## src/rtl/apb_master_bridge.sv

```systemverilog
// apb_master_bridge: single-outstanding APB requester. It turns a valid/ready command
//   stream into APB SETUP/ACCESS transfers and holds each completion in a response register.
// Latency: accept at edge N -> SETUP in cycle N+1, ACCESS from N+2, response valid
//   the cycle after PREADY is sampled. This is N+3 with zero wait states.
// Backpressure: o_cmd_ready only in IDLE, and only when the held response is empty
//   or is being consumed in the same cycle. A blocked response stalls the APB bus.
// Optional feature: define APB_MASTER_TIMEOUT_EN to abort ACCESS after TIMEOUT_CYCLES
//   consecutive PREADY=0 cycles. The abort returns an error response and pulses o_timeout.
// Ports:
//   i_clk, i_rst            : clock, synchronous active-high reset
//   i_cmd_* / o_cmd_ready   : command stream (write, addr, wdata)
//   o_rsp_* / i_rsp_ready   : held response (rdata, err)
//   o_P* / i_P*             : APB requester signals
//   o_timeout               : one-cycle pulse on timeout abort
module apb_master_bridge #(
  parameter int ADDR_WIDTH     = 7,
  parameter int DATA_WIDTH     = 32,
  parameter int TIMEOUT_CYCLES = 16
) (
  input  logic                  i_clk,
  input  logic                  i_rst,
  input  logic                  i_cmd_valid,
  output logic                  o_cmd_ready,
  input  logic                  i_cmd_write,
  input  logic [ADDR_WIDTH-1:0] i_cmd_addr,
  input  logic [DATA_WIDTH-1:0] i_cmd_wdata,
  output logic                  o_rsp_valid,
  input  logic                  i_rsp_ready,
  output logic [DATA_WIDTH-1:0] o_rsp_rdata,
  output logic                  o_rsp_err,
  output logic [ADDR_WIDTH-1:0] o_PADDR,
  output logic                  o_PWRITE,
  output logic                  o_PSEL,
  output logic                  o_PENABLE,
  output logic [DATA_WIDTH-1:0] o_PWDATA,
  input  logic                  i_PREADY,
  input  logic [DATA_WIDTH-1:0] i_PRDATA,
  input  logic                  i_PSLVERR,
  output logic                  o_timeout
);

  typedef enum logic [1:0] {
    ST_IDLE   = 2'd0,
    ST_SETUP  = 2'd1,
    ST_ACCESS = 2'd2
  } state_t;

  state_t                r_state;
  state_t                w_state_nxt;
  logic                  w_accept;
  logic                  w_done;
  logic                  w_abort;
  logic                  r_rsp_valid;
  logic [DATA_WIDTH-1:0] r_rsp_rdata;
  logic                  r_rsp_err;
  logic [ADDR_WIDTH-1:0] r_paddr;
  logic                  r_pwrite;
  logic [DATA_WIDTH-1:0] r_pwdata;

  assign w_accept = i_cmd_valid && o_cmd_ready;
  assign w_done   = (r_state == ST_ACCESS) && i_PREADY;

  // State register
  always_ff @(posedge i_clk) begin
    if (i_rst) begin
      r_state <= ST_IDLE;
    end else begin
      r_state <= w_state_nxt;
    end
  end

  // Next-state logic
  always_comb begin
    w_state_nxt = r_state;
    case (r_state)
      ST_IDLE:   if (w_accept) w_state_nxt = ST_SETUP;
      ST_SETUP:  w_state_nxt = ST_ACCESS;
      // A PREADY completion and a timeout abort both end the transfer.
      ST_ACCESS: if (i_PREADY || w_abort) w_state_nxt = ST_IDLE;
      default:   w_state_nxt = ST_IDLE;
    endcase
  end

  // Output decode
  always_comb begin
    o_cmd_ready = 1'b0;
    o_PSEL      = 1'b0;
    o_PENABLE   = 1'b0;
    case (r_state)
      // A response consumed this cycle frees the register for the next command.
      ST_IDLE:   o_cmd_ready = !r_rsp_valid || i_rsp_ready;
      ST_SETUP:  o_PSEL = 1'b1;
      ST_ACCESS: begin
        o_PSEL    = 1'b1;
        o_PENABLE = 1'b1;
      end
      default: begin
        o_cmd_ready = 1'b0;
      end
    endcase
  end

  // Address, direction and write data change only on accept. They then hold through
  // the transfer and while idle.
  always_ff @(posedge i_clk) begin
    if (i_rst) begin
      r_paddr  <= '0;
      r_pwrite <= 1'b0;
      r_pwdata <= '0;
    end else if (w_accept) begin
      r_paddr  <= i_cmd_addr;
      r_pwrite <= i_cmd_write;
      r_pwdata <= i_cmd_wdata;
    end
  end

  // Response register. A reload from a completion takes priority over a consume.
  // In practice the two never coincide, because completion happens only in ACCESS.
  always_ff @(posedge i_clk) begin
    if (i_rst) begin
      r_rsp_valid <= 1'b0;
      r_rsp_rdata <= '0;
      r_rsp_err   <= 1'b0;
    end else if (w_done || w_abort) begin
      r_rsp_valid <= 1'b1;
      r_rsp_err   <= w_done ? i_PSLVERR : 1'b1;
      r_rsp_rdata <= (w_done && !r_pwrite) ? i_PRDATA : '0;
    end else if (r_rsp_valid && i_rsp_ready) begin
      r_rsp_valid <= 1'b0;
    end
  end

`ifdef APB_MASTER_TIMEOUT_EN
  localparam int CNT_W = $clog2(TIMEOUT_CYCLES + 1);

  logic [CNT_W-1:0] r_to_cnt;
  logic             r_timeout;

  // Abort on the TIMEOUT_CYCLES-th consecutive not-ready ACCESS cycle.
  // A PREADY=1 in that cycle is a normal completion instead.
  assign w_abort = (r_state == ST_ACCESS) && !i_PREADY &&
                   (r_to_cnt == CNT_W'(TIMEOUT_CYCLES - 1));

  always_ff @(posedge i_clk) begin
    if (i_rst) begin
      r_to_cnt  <= '0;
      r_timeout <= 1'b0;
    end else begin
      r_timeout <= w_abort;
      if (w_accept) begin
        r_to_cnt <= '0;
      end else if ((r_state == ST_ACCESS) && !i_PREADY) begin
        r_to_cnt <= r_to_cnt + CNT_W'(1);
      end
    end
  end

  assign o_timeout = r_timeout;
`else
  logic w_unused_timeout_cfg;
  assign w_unused_timeout_cfg = (TIMEOUT_CYCLES > 0);
  assign w_abort   = 1'b0;
  assign o_timeout = 1'b0;
`endif

  assign o_rsp_valid = r_rsp_valid;
  assign o_rsp_rdata = r_rsp_rdata;
  assign o_rsp_err   = r_rsp_err;
  assign o_PADDR     = r_paddr;
  assign o_PWRITE    = r_pwrite;
  assign o_PWDATA    = r_pwdata;

endmodule

```

## config.mk

```make
export PLATFORM = sky130hd
export DESIGN_NAME = apb_master_bridge
export DESIGN_NICKNAME = d
export VERILOG_FILES = /design/src/rtl/apb_master_bridge.sv
export SDC_FILE = /design/constraint.sdc
export NUM_CORES = 1
export LEC_CHECK = 0
export BUFFER_PORTS_ARGS = -buffer_cell sky130_fd_sc_hd__buf_2
export CAP_MARGIN = 20
export CORE_MARGIN = 2
export CORE_UTILIZATION = 35
export CTS_CLUSTER_DIAMETER = 50
export DETAILED_ROUTE_END_ITERATION = 16
export PLACE_DENSITY = 0.64
export SYNTH_ARGS = -nofsm -noshare
export SYNTH_HDL_FRONTEND = slang
export SYNTH_SLANG_ARGS = --single-unit
export TNS_END_PERCENT = 50
```

## constraint.sdc

```tcl
create_clock -name i_clk -period 1.85 [get_ports i_clk]
set_input_delay 0.37 -clock i_clk [delete_from_list [all_inputs] [get_ports i_clk]]
set_output_delay 0.37 -clock i_clk [all_outputs]
set_load 0.1 [all_outputs]
```

; ---- After elaboration in Yosys (flattened, before gate mapping)
; Cells that the tools add are included.
[word_totals]
regBits = 76
input_bits = 78
output_inout_bits = 78
[op_classes]
reduce_logical = 11
eq_ne = 4
mux = 9
[op_table]
columns = operator, n
row1 = $mux W32, 1
row2 = $pmux W2 S3, 1
row3 = $mux W1, 5
row4 = $logic_and A1 B1 Y1, 4
row5 = $mux W2, 2
row6 = $ne A2 B2 Y1 const B, 2
row7 = $eq A2 B1 Y1 const B, 1
row8 = $eq A2 B2 Y1 const B, 1
row9 = $logic_not A1 Y1, 2
row10 = $logic_not A2 Y1, 1
row11 = $reduce_and A2 Y1, 1
row12 = $reduce_bool A2 Y1, 1
row13 = $reduce_or A2 Y1, 1
row14 = $logic_or A1 B1 Y1, 1

; ---- Longest topological paths before layout
; Gate-level depths: netlist (run 1).
[logic_depth]
depth_word = 6
depth_mapped = 7

; ---- Worst setup path after synthesis (run 1)
; Ideal clock, no wire load.
[synth_timing]
kind = reg-to-reg
startpoint = reg r_state[0]
endpoint = reg r_rsp_rdata[21], in the netlist o_rsp_rdata[21]
t_arrival_ps = 2024
period_less_slack_ps = 2095
t_required_ps = 1780
stages_incl_launch_ff = 7
n_path_buf = 2
slack_ps = -245
cell_sequence = dfxtp_1 > inv_1 > ha_1 > buf_2 > clkbuf_1 > nand4b_1 > a21oi_1
[synth_via]
elab_chain_len = 4
[synth_lines]
columns = item, line
row1 = from (decl), 48  ; state_t r_state;
row2 = from (signal assigned), 68  ; r_state <= w_state_nxt;
row3 = $eq A2 B2 Y1 (*), 61  ; assign w_done = (r_state == ST_ACCESS) && i_PREADY;
row4 = $logic_and A1 B1 Y1 (*), 61
row5 = $logic_and A1 B1 Y1, 127  ; r_rsp_rdata <= (w_done && !r_pwrite) ? i_PRDATA : '0;
row6 = $mux W32, 127
row7 = to (signal assigned), 127
row8 = to (decl), 54  ; logic [DATA_WIDTH-1:0] r_rsp_rdata;
; Every way passes the cells marked *; elsewhere a longest branch is shown, timed or not.
; A chain may end at the register's enable or synchronous reset.

; ---- Worst setup path after layout (run 1)
[layout_timing]
startpoint = reg r_state[0]
endpoint = out o_PSEL
[layout_via]
elab_chain_len = 3
word_cells_on_any_way = 4
[layout_lines]
columns = item, line
row1 = $eq A2 B2 Y1 / $eq A2 B1 Y1 (equally long branches), 89  ; case (r_state)
row2 = $reduce_or A2 Y1 (no line) (*), n/a
row3 = $mux W1 (*), 89
row4 = to (decl), 33  ; output logic o_PSEL,
; Marked as above.

==> metrics.md, run 1 <==
| Metric | Value |
|---|---|
| Outcome | finished, final reports clean |
| IO buf count | 154 |
| Share of layout cells above drive strength 1 | 37.1% |
| Setup TNS | 0 ns |
| RR Endpoint | o_rsp_rdata[7] |
| CTS tree | done |
| Critical path type | reg2out |
| Reg2reg start | r_state[0] |
| Seq/Total Area, Yosys | between 40% and 50% |
| Die width | ~100 um |
| Minimum clock period | 1.78 ns |
| HPWL Detailed | between 5000 and 6000 um |
| CP required | between 1 and 1.5 ns |
| CP max FO | 3 |
| WL final | 8140 um |
| Initial Util | 36.4% |
| Post-synth cell types | 20 |
| GRT Util Overall | between 15 and 20% |
| Crit path capture type | output port |
| Cell Rows | 35 |
| Final net count | roughly 570 |
| Commonest non-fill, non-tap cells in the layout | 150 x buf_2, 84 x nand2b_1, 76 x dfxtp_1 |
| Clock buffer depth | 2 |
| Max Cap Viol | 0 |
| CP Launch Type | flip-flop |
| Core area | 0.00933 mm2 |
| Hold Path Cell Cnt | 3 |
| Worst min-delay path class | in2reg |
| Setup Fix Bufs, Post-CTS | 0 |
| Final max-slew violation count | 0 |
| Syn_nets | 432 |
| Antenna violations before repair | 0 |
| Final hold slack | ~0.3 ns |
| Final Hold Viols | 0 |
| Worst Skew | between 0.01 and 0.015 ns |
| CTS buffer count | 9 |
| Final ANT Viol Nets | 0 |
| Via density per instance | 4.65 |
| Reg2Reg Setup Slack | ~0.34 ns |
| Die area | 0.0105 mm2 |
| Clock slew at reported path FFs | ~0.08 ns |
| Clk_lat worst skew | 0.33 ns |
| TritonRoute pass-1 iters | 4 |
| R2R depth | 5 |
| Count of final setup violators | 0 |
| Critical path arrival | roughly 1.4 ns |
| Routed wl met2 | roughly 3700 um |
| Highest routing layer actually used | met4 |
| FMAX | between 500 and 600 MHz |
| H-tree Lvls | 3 |
| Global-route wire length before repair | roughly 13,000 um |
| Die Height | slightly above 100 um |
| Met3 Wirelength | between 700 and 800 um |
| Post-Syn Area per Cell | just under 10 um2 |
| RSZ-0062 raised after global routing | no |
| I/O pin count | ~160 |
| CTS Sinks | 76 |
| RePlAce Congestion | approximately 0.74 |
| # diodes | 0 |
| Peak supply drop | around 0.64 mV |
| Pwr dens | about 1500 mW/mm2 |
| Leak Pwr | 2.02 nW |
| Register bit total from synthesis | 76 |
| WL/cell | approximately 13 um |
| Residual DRC count | 0 |
| Hold endpoint | o_PWDATA[24] |
| Yosys warns | 0 |
| Iter 0 DRT Violations | 70 |
| Placed inst area | between 0.004 and 0.005 mm2 |
| Vias in the first global route | approximately 2,800 |
| Area delta synth->final | 32.6% |
| FILL cells | roughly 920 |
| CTS Root Buffer Type | clkbuf_8 |
| Vias | slightly below 3,000 |
| Largest net degree at the start of global routing | 61 |
| Post-Syn Area | around 0.0034 mm2 |
| Wl on met1 | 3620 um |
| Post-Layout Inst Area | between 0.004 and 0.005 mm2 |
| Hold_sp | i_cmd_wdata[24] |
| Grt ovf | 0 |
| Tcrit/Tclk final | between 90% and 100% |
| Leading cell type in the layout, fill and taps excluded | buf_2 |
| Post-Syn Instances | 350 |
==> routing by layer <==
layer / track usage, % / vias to the layer above
met5: 0 / -
met3: 5.68 / 9
met1: 18.4 / 1323
li1: - / 1452
met2: 25.0 / 120
met4: 5.95 / 0
==> cell type report <==
cell class | instances | area, um2 | share of cell area [%]
tap | 129 | 161 | 3.59
clock inverter | 4 | 72.6 | 1.61
sequential | 76 | 1520 | 33.8
multi-input combinational | 237 | 1650 | 36.6
timing repair buffer | 163 | 936 | 20.8
inverter | 4 | 15.0 | 0.334
clock buffer | 12 | 145 | 3.23
==> power by group <==
group | internal (W) | switching (W) | total, W | leakage, nW
combinational | 0.000796 | 0.00252 | 0.00331 | 1.30
sequential | 0.00187 | 0.000127 | 0.00200 | 0.620
clock | 0.000797 | 0.000586 | 0.00138 | 0.107
==> worst max-delay path by stage <==
stage,from,endpoint,slack (ns),cells past startpoint
after global placement,r_state[0],o_PSEL,0.37,3
after global routing,r_state[0],o_PSEL,0.01,3
after floorplan,o_rsp_valid,o_cmd_ready,0.03,2
after detailed placement,r_state[0],o_PWDATA[21],0.33,5
after CTS,r_state[0],o_cmd_ready,0.06,4
final,r_state[0],o_PSEL,0.07,3
==> kinds of logic (layout without fill, tap and decap cells) <==
family / Yosys count / after routing / synth area share, %
AND/OR/NAND/NOR: 155 / 155 / 28.9
flip-flops: 76 / 76 / 44.9
multiplexers: 42 / 42 / 12.4
buffers and inverters: 37 / 183 / 6.75
AO/OA/AOI/OAI: 35 / 35 / 5.46
adder cells (fa/ha/maj): 4 / 4 / 1.48
other: 1 / 1 / 0.111
==> registers in the layout, indices dropped and copies added, names as in the netlist <==
register     cells
o_PADDR          7
o_PWDATA        32
o_PWRITE         1
o_rsp_err        1
o_rsp_rdata     32
o_rsp_valid      1
r_state          2
==> critical path, stage by stage, from the launching register on <==
cell,delay [ns]
dfxtp_1,0.37
inv_1,0.10
ha_2,0.33
buf_4,0.29
==> synthesized netlist by cell type (all sizes together) <==
cell type   n  area, um2
a21oi      34        170
a221oi      1       15.0
and2        1       7.51
and3        1       11.3
and3b       1       10.0
buf        17        154
clkbuf     16       60.1
conb        1       3.75
dfxtp      76       1520
ha          4       50.1
inv         4       15.0
mux2i      42        420
nand2      34        128
nand2b     85        539
nand3       1       5.00
nand4b     32        280
==> stage by stage <==
| stage | cells | total power [W] | setup WS, ns | utilization (%) |
|---|---|---|---|---|
| 6_report | 625 | 0.00670 | 0.0679 | 48.2 |
| 5_1_grt | 625 | 0.00698 | 0.0125 | 48.2 |
| 4_1_cts | 625 | 0.00675 | 0.0627 | 48.2 |
| 3_5_place_dp | 609 | 0.00535 | 0.327 | 45.8 |
| 3_3_place_gp | 609 | 0.00530 | 0.370 | 45.8 |
| 2_1_floorplan | 350 | 0.00483 | 0.0253 | - |
==> what timing repair did <==
| item | CTS | global route |
|---|---|---|
| setup endpoints to repair | 1 | 1 |
| resized for setup | 1 | 1 |
| hold buffers | 0 | 0 |
Note: power is estimated with default switching activity, not from simulation.
==> inputs of run 2 (changes only) <==
Settings changed: REMOVE_ABC_BUFFERS set to 1.
==> metrics.md, run 2 (synthesis results as in run 1) <==
| Metric | Value |
|---|---|
| Worst Skew | 0.0113 ns (was 0.0112 ns) |
| Leading cell type in the layout, fill and taps excluded | buf_2 (unchanged) |
| Vias in the first global route | 2,746 (was 2,768) |
| R2R depth | 5 (unchanged) |
| Global-route wire length before repair | 12,600 um (was 12,800 um) |
| Clk_lat worst skew | 0.34 ns (was 0.33 ns) |
| Final net count | 572 (was 573) |
| Die Height | 102 um (unchanged) |
| Minimum clock period | 1.75 ns (was 1.78 ns) |
| # diodes | 0 (unchanged) |
| HPWL Detailed | 5570 um (was 5700 um) |
| GRT Util Overall | 15.1% (was 15.3%) |
| Multi-input gate area | 0.00164 mm2 (was 0.00165 mm2) |
| Pwr dens | 1490 mW/mm2 (about the same) |
| Tcrit/Tclk final | 94.7% (was 96.3%) |
| Slowest CP cell | dfxtp_1 (unchanged) |
| RSZ-0062 raised after global routing | no (unchanged) |
| CP Launch Type | flip-flop (unchanged) |
| IO buf count | 154 (unchanged) |
| Critical path arrival | 1.38 ns (was 1.41 ns) |
| RePlAce Congestion | 0.752 (was 0.741) |
| FMAX | 571 MHz (was 561 MHz) |
| Final Hold Viols | 0 (unchanged) |
| CTS Root Buffer Type | clkbuf_8 (unchanged) |
| Grt ovf | 0 (unchanged) |
| Vias | 2,918 (was 2,904) |
| Area delta synth->final | 31.5% (was 32.6%) |
| Reg2reg start | r_state[0] (unchanged) |
| Setup WS post-layout | 0.0985 ns (was 0.0679 ns) |
| Share of layout cells above drive strength 1 | 36.6% (was 37.1%) |
| CTS buffer count | 9 (unchanged) |
| Largest net degree at the start of global routing | 119 (was 61) |
| Reg2Reg Setup Slack | 0.34 ns (about the same) |
| CP max FO | 4 (was 3) |
| Hold_sp | i_cmd_addr[6] (was i_cmd_wdata[24]) |
| CTS tree | done (unchanged) |
| Leak Pwr | 2.01 nW (was 2.02 nW) |
| Clock buffer depth | 2 (unchanged) |
| WL final | 8120 um (was 8140 um) |
| Critical path cell sequence | inv_1 > ha_1 > and2_2 > buf_12 (was inv_1 > ha_2 > buf_4) |
| Die width | 102 um (unchanged) |
| CP peak stage delay | 0.36 ns (was 0.37 ns) |
| Antenna violations before repair | 0 (unchanged) |
| I/O pin count | 156 (unchanged) |
| Iter 0 DRT Violations | 87 (was 70) |
| Cell Rows | 35 (unchanged) |
| Commonest non-fill, non-tap cells in the layout | 150 x buf_2, 84 x nand2b_1, 76 x dfxtp_1 (unchanged) |
| TritonRoute pass-1 iters | 4 (unchanged) |
| Outcome | finished, final reports clean (unchanged) |
| Count of final setup violators | 0 (unchanged) |
| WL/cell | 13.0 um (about the same) |
| Final ANT Viol Nets | 0 (unchanged) |
| Hold Path Cell Cnt | 3 (unchanged) |
| H-tree Lvls | 3 (unchanged) |
| CTS Sinks | 76 (unchanged) |
| FILL cells | 936 (was 923) |
| Power after layout | 0.00663 W (was 0.00670 W) |
| Core area | 0.00933 mm2 (unchanged) |
| Crit path capture type | output port (unchanged) |
| RR Endpoint | o_rsp_rdata[26] (was o_rsp_rdata[7]) |
| Initial Util | 36.4% (unchanged) |
| Utilization after layout | 47.8% (was 48.2%) |
| Residual DRC count | 0 (unchanged) |
| Rel. slew slack | 56.8% |
| Final max-slew violation count | 0 (unchanged) |
| Actual slew at the worst max-slew pin | approximately 0.65 ns |
| FF+latch area | 0.00152 mm2 (unchanged) |
| Max Cap Viol | 0 (unchanged) |
| Worst min-delay path class | in2reg (unchanged) |
| Setup Fix Bufs, Post-CTS | 0 (unchanged) |
| Peak supply drop | 0.769 mV (was 0.644 mV) |
| CP required | 1.48 ns (about the same) |
| Dpl ws | 0.327 ns (about the same) |
| Die area | 0.0105 mm2 (unchanged) |
| Clock slew at reported path FFs | 0.08 ns (about the same) |
| Critical path type | reg2out (unchanged) |
| Hold endpoint | o_PADDR[6] (was o_PWDATA[24]) |
| Via density per instance | 4.68 (was 4.65) |
run 2: cell types whose count changed in the layout (fill, tap and decap cells not counted), sizes merged:
cell	previous run	this run
clkinv	1	2
clkbuf	12	10
buf	163	162
run 2: per-layer routing:
layer,track usage (%),share of wire [%]
met1,18.2,43
met2,24.9,48
met3,3.21,6.2
met4,8.62,2.7
met5,0,0
run 2: repair_timing:
item / CTS / global route
resized for setup: 1 / 0
setup endpoints to repair: 1 / 0
hold buffers: 0 / 0
run 2: final cells by class:
cell class / count / share of cell area (%)
clock buffer: 10 / 2.86
clock inverter: 5 / 1.74
inverter: 4 / 0.337
multi-input combinational: 237 / 36.8
sequential: 76 / 34.1
tap: 129 / 3.62
timing repair buffer: 162 / 20.5
run 2: worst max-delay path by stage:
stage,start,endpoint,depth (start not counted)
global route,r_state[0],o_cmd_ready,4
CTS,r_state[0],o_cmd_ready,4
floorplan,r_state[0],o_rsp_err,5
detailed placement,r_state[0],o_rsp_rdata[26],5
finish,r_state[0],o_cmd_ready,4
global placement,r_state[0],o_PSEL,3
run 2: through the flow:
step / std cells / hold WS (ns) / instance area, um2 / TNS [ns]
final: 623 / 0.278 / 4460 / 0
after CTS: 623 / 0.253 / 4460 / 0
after detailed placement: 608 / 0.440 / 4250 / 0
after floorplan: 317 / 0.439 / 3180 / -45.04
after global routing: 623 / 0.275 / 4460 / 0
after global placement: 608 / 0.435 / 4250 / 0
run 2: power breakdown:
group,total [W],internal (W),leakage [nW],switching [W]
Sequential,0.00201,0.00187,0.620,0.000140
Clock,0.00135,0.000749,0.102,0.000598
Combinational,0.00327,0.000774,1.29,0.00250
Total,0.00663,0.00340,2.01,0.00323
run 2: critical path: cells and delay by family, from the launching register on:
family | cells | cell delay (ns)
and+or+nand+nor | 1 | 0.20
adders and majority gates | 1 | 0.24
buffers and inverters | 2 | 0.25
DFF | 1 | 0.36
